==> config.mk <==
export PLATFORM = sky130hd
export DESIGN_NAME = divider
export DESIGN_NICKNAME = d
export VERILOG_FILES = /design/src/rtl/divider.sv
export SDC_FILE = /design/constraint.sdc
export NUM_CORES = 1
export LEC_CHECK = 0
export BUFFER_PORTS_ARGS = -buffer_cell sky130_fd_sc_hd__buf_4
export CELL_PAD_IN_SITES_DETAIL_PLACEMENT = 1
export CELL_PAD_IN_SITES_GLOBAL_PLACEMENT = 1
export CORE_ASPECT_RATIO = 0.5
export CORE_MARGIN = 3
export CORE_UTILIZATION = 45
export DETAILED_ROUTE_END_ITERATION = 8
export GPL_TIMING_DRIVEN = 0
export PLACE_DENSITY = 0.83
export SYNTH_ARGS = -nofsm -noshare
export SYNTH_HDL_FRONTEND = slang
export SYNTH_SLANG_ARGS = --single-unit
export TNS_END_PERCENT = 20
==> constraint.sdc <==
create_clock -name clk -period 7.3 [get_ports clk]
set_input_delay 0.73 -clock clk [delete_from_list [all_inputs] [get_ports clk]]
set_output_delay 0.73 -clock clk [all_outputs]
set_load 0.1 [all_outputs]
==> src/rtl/divider.sv <==
// divider: 32-bit signed/unsigned radix-2 restoring divider, one quotient bit per cycle.
// result = {remainder, quotient}; ready pulses for one cycle when result is updated.
module divider (
    input  logic        clk,
    input  logic        rst,
    input  logic        start,
    input  logic        signed_div,
    input  logic [31:0] a,
    input  logic [31:0] b,
    input  logic        annul,
    output logic [63:0] result,
    output logic        ready,
    output logic        busy
);
    typedef enum logic [1:0] {IDLE, ITER, DONE} state_t;
    state_t      state;
    logic [5:0]  cnt;
    logic [64:0] pr;
    logic [31:0] dvs;
    logic        q_neg;
    logic        r_neg;
    logic [64:0] sh;
    logic [64:0] nxt;
    logic [32:0] diff;
    logic [31:0] a_mag;
    logic [31:0] b_mag;
    logic [31:0] q_fix;
    logic [31:0] r_fix;

    // pr holds {partial remainder, dividend bits shifting into quotient bits}
    always_comb begin
        sh    = pr << 1;
        diff  = sh[64:32] - {1'b0, dvs};
        nxt   = diff[32] ? sh : {diff, sh[31:1], 1'b1};
        q_fix = q_neg ? -nxt[31:0] : nxt[31:0];
        r_fix = r_neg ? -nxt[63:32] : nxt[63:32];
        a_mag = (signed_div && a[31]) ? -a : a;
        b_mag = (signed_div && b[31]) ? -b : b;
    end

    always_ff @(posedge clk or posedge rst) begin
        if (rst) begin
            state  <= IDLE;
            cnt    <= 6'd0;
            pr     <= 65'd0;
            dvs    <= 32'd0;
            q_neg  <= 1'b0;
            r_neg  <= 1'b0;
            result <= 64'd0;
            ready  <= 1'b0;
            busy   <= 1'b0;
        end else begin
            case (state)
                IDLE: begin
                    ready <= 1'b0;
                    if (start && !annul) begin
                        if (b == 32'd0) begin
                            state  <= DONE;
                            result <= 64'd0;
                            ready  <= 1'b1;
                        end else begin
                            state <= ITER;
                            busy  <= 1'b1;
                            cnt   <= 6'd0;
                            pr    <= {33'd0, a_mag};
                            dvs   <= b_mag;
                            q_neg <= signed_div && (a[31] ^ b[31]);
                            r_neg <= signed_div && a[31];
                        end
                    end
                end
                ITER: begin
                    if (annul) begin
                        state <= IDLE;
                        busy  <= 1'b0;
                    end else begin
                        pr  <= nxt;
                        cnt <= cnt + 6'd1;
                        if (cnt == 6'd31) begin
                            state  <= DONE;
                            busy   <= 1'b0;
                            ready  <= 1'b1;
                            result <= {r_fix, q_fix};
                        end
                    end
                end
                DONE: begin
                    state <= IDLE;
                    ready <= 1'b0;
                end
                default: state <= IDLE;
            endcase
        end
    end
endmodule
==> qor.yml, run 1 <==
run_status:
  outcome: "finished, final reports clean"
global_routing:
  grt_pass1_wl_um: 73700
  grtUsageMet1_pct: 41.6
  grt_usage_pct: 31.4
  use_met3_pct: 5.10
  antenna_found_initial: 1
  grt_max_degree: 130
  global_route.usage.met2_pct: 53.9
  gr-total-overflow: 0
  grt_pass1_vias: 12949
  grt.busiest_layer: "met2"
logic_synthesis:
  synth-main-ff-cell: "dfrtp_1"
  synth.avg_cell_area_um2: 8.09
  synthTopCellsByCount: "nand2_1, dfrtp_1, o21ai_0, a21oi_1, nor2_1"
  ys_async_sr_fraction_pct: 100
  synth_top_cell_by_area: "dfrtp_1"
  yosysWarnings: 0
  synth_edf_count: 0
  yosys-top-cells-area: "dfrtp_1, nand2_1, o21ai_0, xor2_1, a21oi_1"
  ys_types: 93
  synth.most_common_cell: "nand2_1"
  syn_inst: 1545
  ys_ff_latch: 172
  syn-num-nets: 1655
  yosysSeqAreaShare_pct: 34.4
  synth.cell_area_mm2: 0.0125
  synth_top_area_share_pct: 34.4
sta:
  setup_viol: 0
  drv_slew: 0
  fin_setup_tns_ps: 0
  relSlewSlack_pct: 16.9
  period_needed_ps: 6400
  fin_crit_sh_pct: 87.7
  fin_skew_ps: 16.3
  grt_setup_unrepaired: "no"
  hold_viol: 0
  worst_pin_slew_ps: 1240
  fmax_ghz: 0.156
clock_tree:
  cts_hold_buf: 0
  post_cts_buffers: 0
  clkTransAtPathRegs_ps: 80
  clock-sinks: 172
  clockBufferDepth: 2
  cts_tree: "built"
  cts-root-buf: "clkbuf_16"
  h-tree-depth: 4
  post_cts_resized: 0
  clkLatencyLatePin_ps: 460
  cts_buffers: 17
flow_run:
  drv_cap: 0
power:
  pwr-share-clk_pct: 15.9
  swShare_pct: 53.8
  p_sw_uw: 3170
  cellLeakagePower_uw: 0.00643
  peakVddDrop_uv: 226
  intPower_uw: 2720
  seq_power_share_pct: 25.5
  p_per_area_mw_per_mm2: 404
  pwr-share-comb_pct: 58.6
routing:
  num_vias: 12530
  drt_iter0_markers: 963
  drt-wirelength-per-cell_um: 22.5
  drc_errors: 0
  routed_wl_um: 46900
  drtAntennaViolNets: 0
  drt_pre_antenna_iters: 5
  viasPerCell: 6.01
floorplanning:
  fp.dieW_um: 242
  initial_utilization_pct: 46.5
  num_rows: 42
  dieArea_mm2: 0.0299
  die_h_um: 124
  io_pins: 135
  core_mm2: 0.0269
placement:
  hpwl_um: 36200
  place.gp.congestion: 0.934
  port_buffers: 133
cells_and_area:
  final_nets: 1808
  drive_gt1_share_pct: 14.9
  final_util_pct: 54.2
  syn2layout_area_growth_pct: 16.7
worst_setup_path:
  arrival_ps: 6740
  cp.required_ps: 7630
  cp-end-kind: "flip-flop"
  startpoint_type: "flip-flop"
  critPathMaxFanout: 10
  critical_path_class: "flip-flop to flip-flop"
worst_hold_path:
  min_path_type: "input pin to asynchronous set/reset pin"
-- cell usage in the layout, fill, tap and decap left out, types with 9 or more instances in the layout --
cell type,netlist,routed
and3_1,10,10
o31ai_1,61,61
dfrtp_1,172,172
mux2i_1,17,17
nand2b_1,12,12
a31oi_1,17,17
or3_1,24,24
o21ai_1,31,31
mux2_2,9,9
clkbuf_1,45,46
nor3_1,34,34
inv_1,58,57
buf_4,2,135
o21ai_0,148,148
clkbuf_16,0,17
a21oi_1,112,112
buf_2,28,28
or4_1,10,10
nand2_1,268,268
nor2_1,85,85
nand3_1,39,39
a21o_1,11,11
ha_1,40,40
a211oi_1,11,11
o41ai_1,9,9
and2_1,14,14
xnor2_1,61,61
xor2_1,75,75
-- area by class of cell --
type	count	area [um^2]
Sequential cell	172	4300
Buffer	87	432
Clock inverter	12	135
Clock buffer	19	443
Inverter	60	238
Antenna cell	1	2.50
Fill cell	3342	12300
Tap cell	374	468
Timing Repair Buffer	134	1030
Multi-Input combinational cell	1226	7540
-- through the flow --
step	std cells	hold WS, ps	area (um^2)	total power (uW)	setup WS [ps]
after floorplan	1545	454	12500	3890	1910
after global placement	2052	469	14000	4760	-124
after detailed placement	2053	477	14000	4890	1070
after CTS	2084	250	14600	5860	1020
after global routing	2084	261	14600	6220	613
final	2085	242	14600	5900	895
-- worst paths after layout --
kind / startpoint / endpoint / slack [ps] / cells past startpoint
max reg2reg: pr[31] / result[62] / 900 / 21
min reg2reg: result[32] / result[32] / 490 / 2
min in group clk: result[32] / result[32] / 490 / 2
max: pr[31] / result[62] / 900 / 21
min: rst / pr[9] / 240 / 2
max in group asynchronous: rst / dvs[10] / 6070 / 3
-- routing by layer --
metal / wire length [um] / share of wire (%) / vias to the layer above
met5: 0 / 0 / -
met4: 765 / 1.6 / 0
met3: 2690 / 5.7 / 55
met2: 22000 / 47 / 372
met1: 21500 / 46 / 6309
li1: - / - / 5794
-- logic make-up (layout without fill, tap and decap cells) --
kind of cell / Yosys count / after routing / share of synthesized area [%]
AND/OR/NAND/NOR: 553 / 553 / 20.9
AO/OA/AOI/OAI: 470 / 470 / 23.6
flip-flops: 172 / 172 / 34.4
buffers and inverters: 147 / 312 / 5.29
XOR/XNOR: 136 / 136 / 9.53
adder cells (fa/ha/maj): 41 / 41 / 4.16
multiplexers: 26 / 26 / 2.17
other: 0 / 1 / 0
-- state kept, by name, indices dropped and copies added, names as in the netlist --
| register | count |
|---|---|
| dvs | 32 |
| busy | 1 |
| cnt | 6 |
| r_neg | 1 |
| result | 64 |
| state | 2 |
| q_neg | 1 |
| ready | 1 |
| pr | 64 |
-- worst max-delay path, stage by stage, from the launching register on --
cell      delay, ps
dfrtp_1         430
inv_1           120
ha_1            250
inv_1            80
fa_1            430
a211oi_1        410
o211a_1         230
o31a_1          210
a211o_1         150
and4_4          250
buf_6           160
clkbuf_1        590
mux2i_1         460
ha_1            310
nand2b_1         70
or4_1           510
nor4_1          370
a21boi_1        260
or2_1           320
o31ai_1         310
xor2_1          260
o21ai_1         100
-- power groups by stage --
stage               logic (uW)  registers (uW)  clock network, uW
floorplan                 1730            2160                  0
global placement          3270            1490                  0
detailed placement        3380            1510                  0
CTS                       3420            1500                945
global route              3710            1530                981
finish                    3460            1500                938
Power figures use the tool's default switching activity.
==> run 2: changes to the inputs <==
- BUFFER_PORTS_ARGS: -buffer_cell sky130_fd_sc_hd__buf_4 -> -buffer_cell sky130_fd_sc_hd__buf_2
- CORE_ASPECT_RATIO: 0.5 -> 1.4
- CORE_UTILIZATION: 45 -> 33
- PLACE_DENSITY: 0.83 -> 0.65
==> qor.yml, run 2 (same netlist as run 1, synthesis figures left out) <==
power:
  cellLeakagePower_uw: 0.00637  # -0.82%
  peakVddDrop_uv: 257  # +14%
  p_per_area_mw_per_mm2: 401  # -0.83%
  p_total_uw: 5760  # -2.3%
clock_tree:
  post_cts_buffers: 0  # unchanged
  cts-root-buf: "clkbuf_16"
  cts_tree: "built"
  clkTransAtPathRegs_ps: 70  # about the same
  h-tree-depth: 4  # unchanged
  cts_buffers: 17  # unchanged
  clock-sinks: 172  # unchanged
  clkLatencyLatePin_ps: 460  # about the same
  post_cts_resized: 0  # unchanged
  cts_hold_buf: 0  # unchanged
  clockBufferDepth: 2  # unchanged
floorplanning:
  num_rows: 83  # +98%
  core_mm2: 0.0371  # +38%
  initial_utilization_pct: 33.7  # -13 points
  io_pins: 135  # unchanged
  fp.dieW_um: 171  # -29%
  die_h_um: 236  # +91%
  dieArea_mm2: 0.0403  # +35%
routing:
  drt_iter0_markers: 576  # -40%
  drtAntennaViolNets: 0  # unchanged
  routed_wl_um: 47000  # about the same
  viasPerCell: 5.53  # -7.9%
  drt-wirelength-per-cell_um: 21.6  # -4.2%
  num_vias: 12045  # -3.9%
  drt_pre_antenna_iters: 7  # +2
  drc_errors: 0  # unchanged
worst_setup_path:
  critPathSlowestCell: "clkbuf_1"
  startpoint_type: "flip-flop"
  cp-end-kind: "flip-flop"
  critical_path_class: "flip-flop to flip-flop"
  critPathBufInv: 4  # unchanged
  arrival_ps: 6580  # -160 ps
  cp.required_ps: 7640  # about the same
  max_stage_delay_ps: 610  # +20 ps
  critPathMaxFanout: 10  # unchanged
  crit_family: "compound AO/OA/AOI/OAI gates"
  crit_chain: "inv_1 -> ha_1 -> inv_1 -> fa_1 -> a211oi_1 -> o211a_1 -> o31a_1 -> a211o_1 -> and4_4 -> buf_6 -> clkbuf_1 -> mux2i_1 -> ha_1 -> nand2b_1 -> or4_1 -> nor4_1 -> a21boi_1 -> or2_1 -> o31ai_1 -> xor2_1 -> o21ai_1"
placement:
  port_buffers: 133  # unchanged
  hpwl_um: 37700  # +4.3%
  placed_cell_area_mm2: 0.0138  # -1.5%
  place.gp.congestion: 0.941  # +0.74%
worst_hold_path:
  min_path_type: "input pin to asynchronous set/reset pin"
global_routing:
  gr-total-overflow: 0  # unchanged
  grt_max_degree: 107  # -18%
  grt_pass1_wl_um: 72900  # -1.0%
  grt_pass1_vias: 12698  # -1.9%
  antenna_found_initial: 0  # -1
  grt_usage_pct: 23.3  # -8.1 points
flow_run:
  drv_cap: 0  # unchanged
sta:
  period_needed_ps: 6250  # -157 ps
  hold_viol: 0  # unchanged
  fin_crit_sh_pct: 85.6  # -2.1 points
  grt_setup_unrepaired: "no"
  fmax_ghz: 0.160  # +2.5%
  whs_ps: 325  # +83.3 ps
  fin_skew_ps: 10.9  # -5.41 ps
  fin_setup_tns_ps: 0  # unchanged
  relSlewSlack_pct: 29.4  # +12 points
  drv_slew: 0  # unchanged
  worst_pin_slew_ps: 1060  # -176 ps
  setup_viol: 0  # unchanged
cells_and_area:
  diodes: 0  # -1
  reg.largest.list: "pr (64), result (64), dvs (32)"
  final_nets: 1808  # unchanged
  final_common_cell: "nand2_1"
  stdcell_area_mm2: 0.0144  # -1.5%
  syn2layout_area_growth_pct: 14.9
  final_cell_mix: "nand2_1, dfrtp_1, buf_2"
  drive_gt1_share_pct: 14.9  # unchanged
run_status:
  outcome: "finished, final reports clean"
[run 2: final cells by class]
cell class	instances	area, um^2
Multi-Input combinational cell	1226	7540
Buffer	87	432
Clock inverter	12	138
Clock buffer	19	443
Fill cell	4511	22700
Tap cell	467	584
Timing Repair Buffer	134	693
Sequential cell	172	4300
Inverter	60	238
[run 2: worst paths after layout]
| path | from | end | slack, ps | cells after the start |
|---|---|---|---|---|
| min in group clk | result[58] | result[58] | 480 | 2 |
| worst min-delay path | rst | result[47] | 330 | 2 |
| worst max register to register | pr[31] | result[62] | 1050 | 21 |
| worst max-delay path | pr[31] | result[62] | 1050 | 21 |
| max in group asynchronous | rst | dvs[4] | 6020 | 3 |
| worst min register to register | result[58] | result[58] | 480 | 2 |
[run 2: worst reg2reg max path: stages (launching register included)]
cell and delay, ps:
dfrtp_1 410, inv_1 110, ha_1 190, inv_1 60
fa_1 430, a211oi_1 410, o211a_1 250, o31a_1 250
a211o_1 150, and4_4 240, buf_6 160, clkbuf_1 620
mux2i_1 430, ha_1 280, nand2b_1 60, or4_1 500
nor4_1 350, a21boi_1 260, or2_1 330, o31ai_1 280
xor2_1 260, o21ai_1 90
[run 2: stage by stage]
stage               cells  util, %  worst slack, ps
detailed placement   2146     37.2             1100
CTS                  2177     38.8             1080
global placement     2145     37.1             -574
global route         2177     38.8              750
finish               2177     38.8             1050
floorplan            1545        -             1910
[run 2: metal layers]
metal  global-route usage [%]  wire, um  vias up
li1                         -         -     5788
met2                     43.2     24900      214
met1                     26.1     18800     5956
met5                        0         0        -
met3                     3.03      1190       87
met4                     10.3      2120        0
[run 2: report_power, final]
| part | total, uW | switching, uW | internal [uW] | leakage (uW) |
|---|---|---|---|---|
| registers | 1480 | 239 | 1240 | 0.00228 |
| clock network | 948 | 431 | 516 | 0.000286 |
| logic | 3330 | 2440 | 893 | 0.00381 |
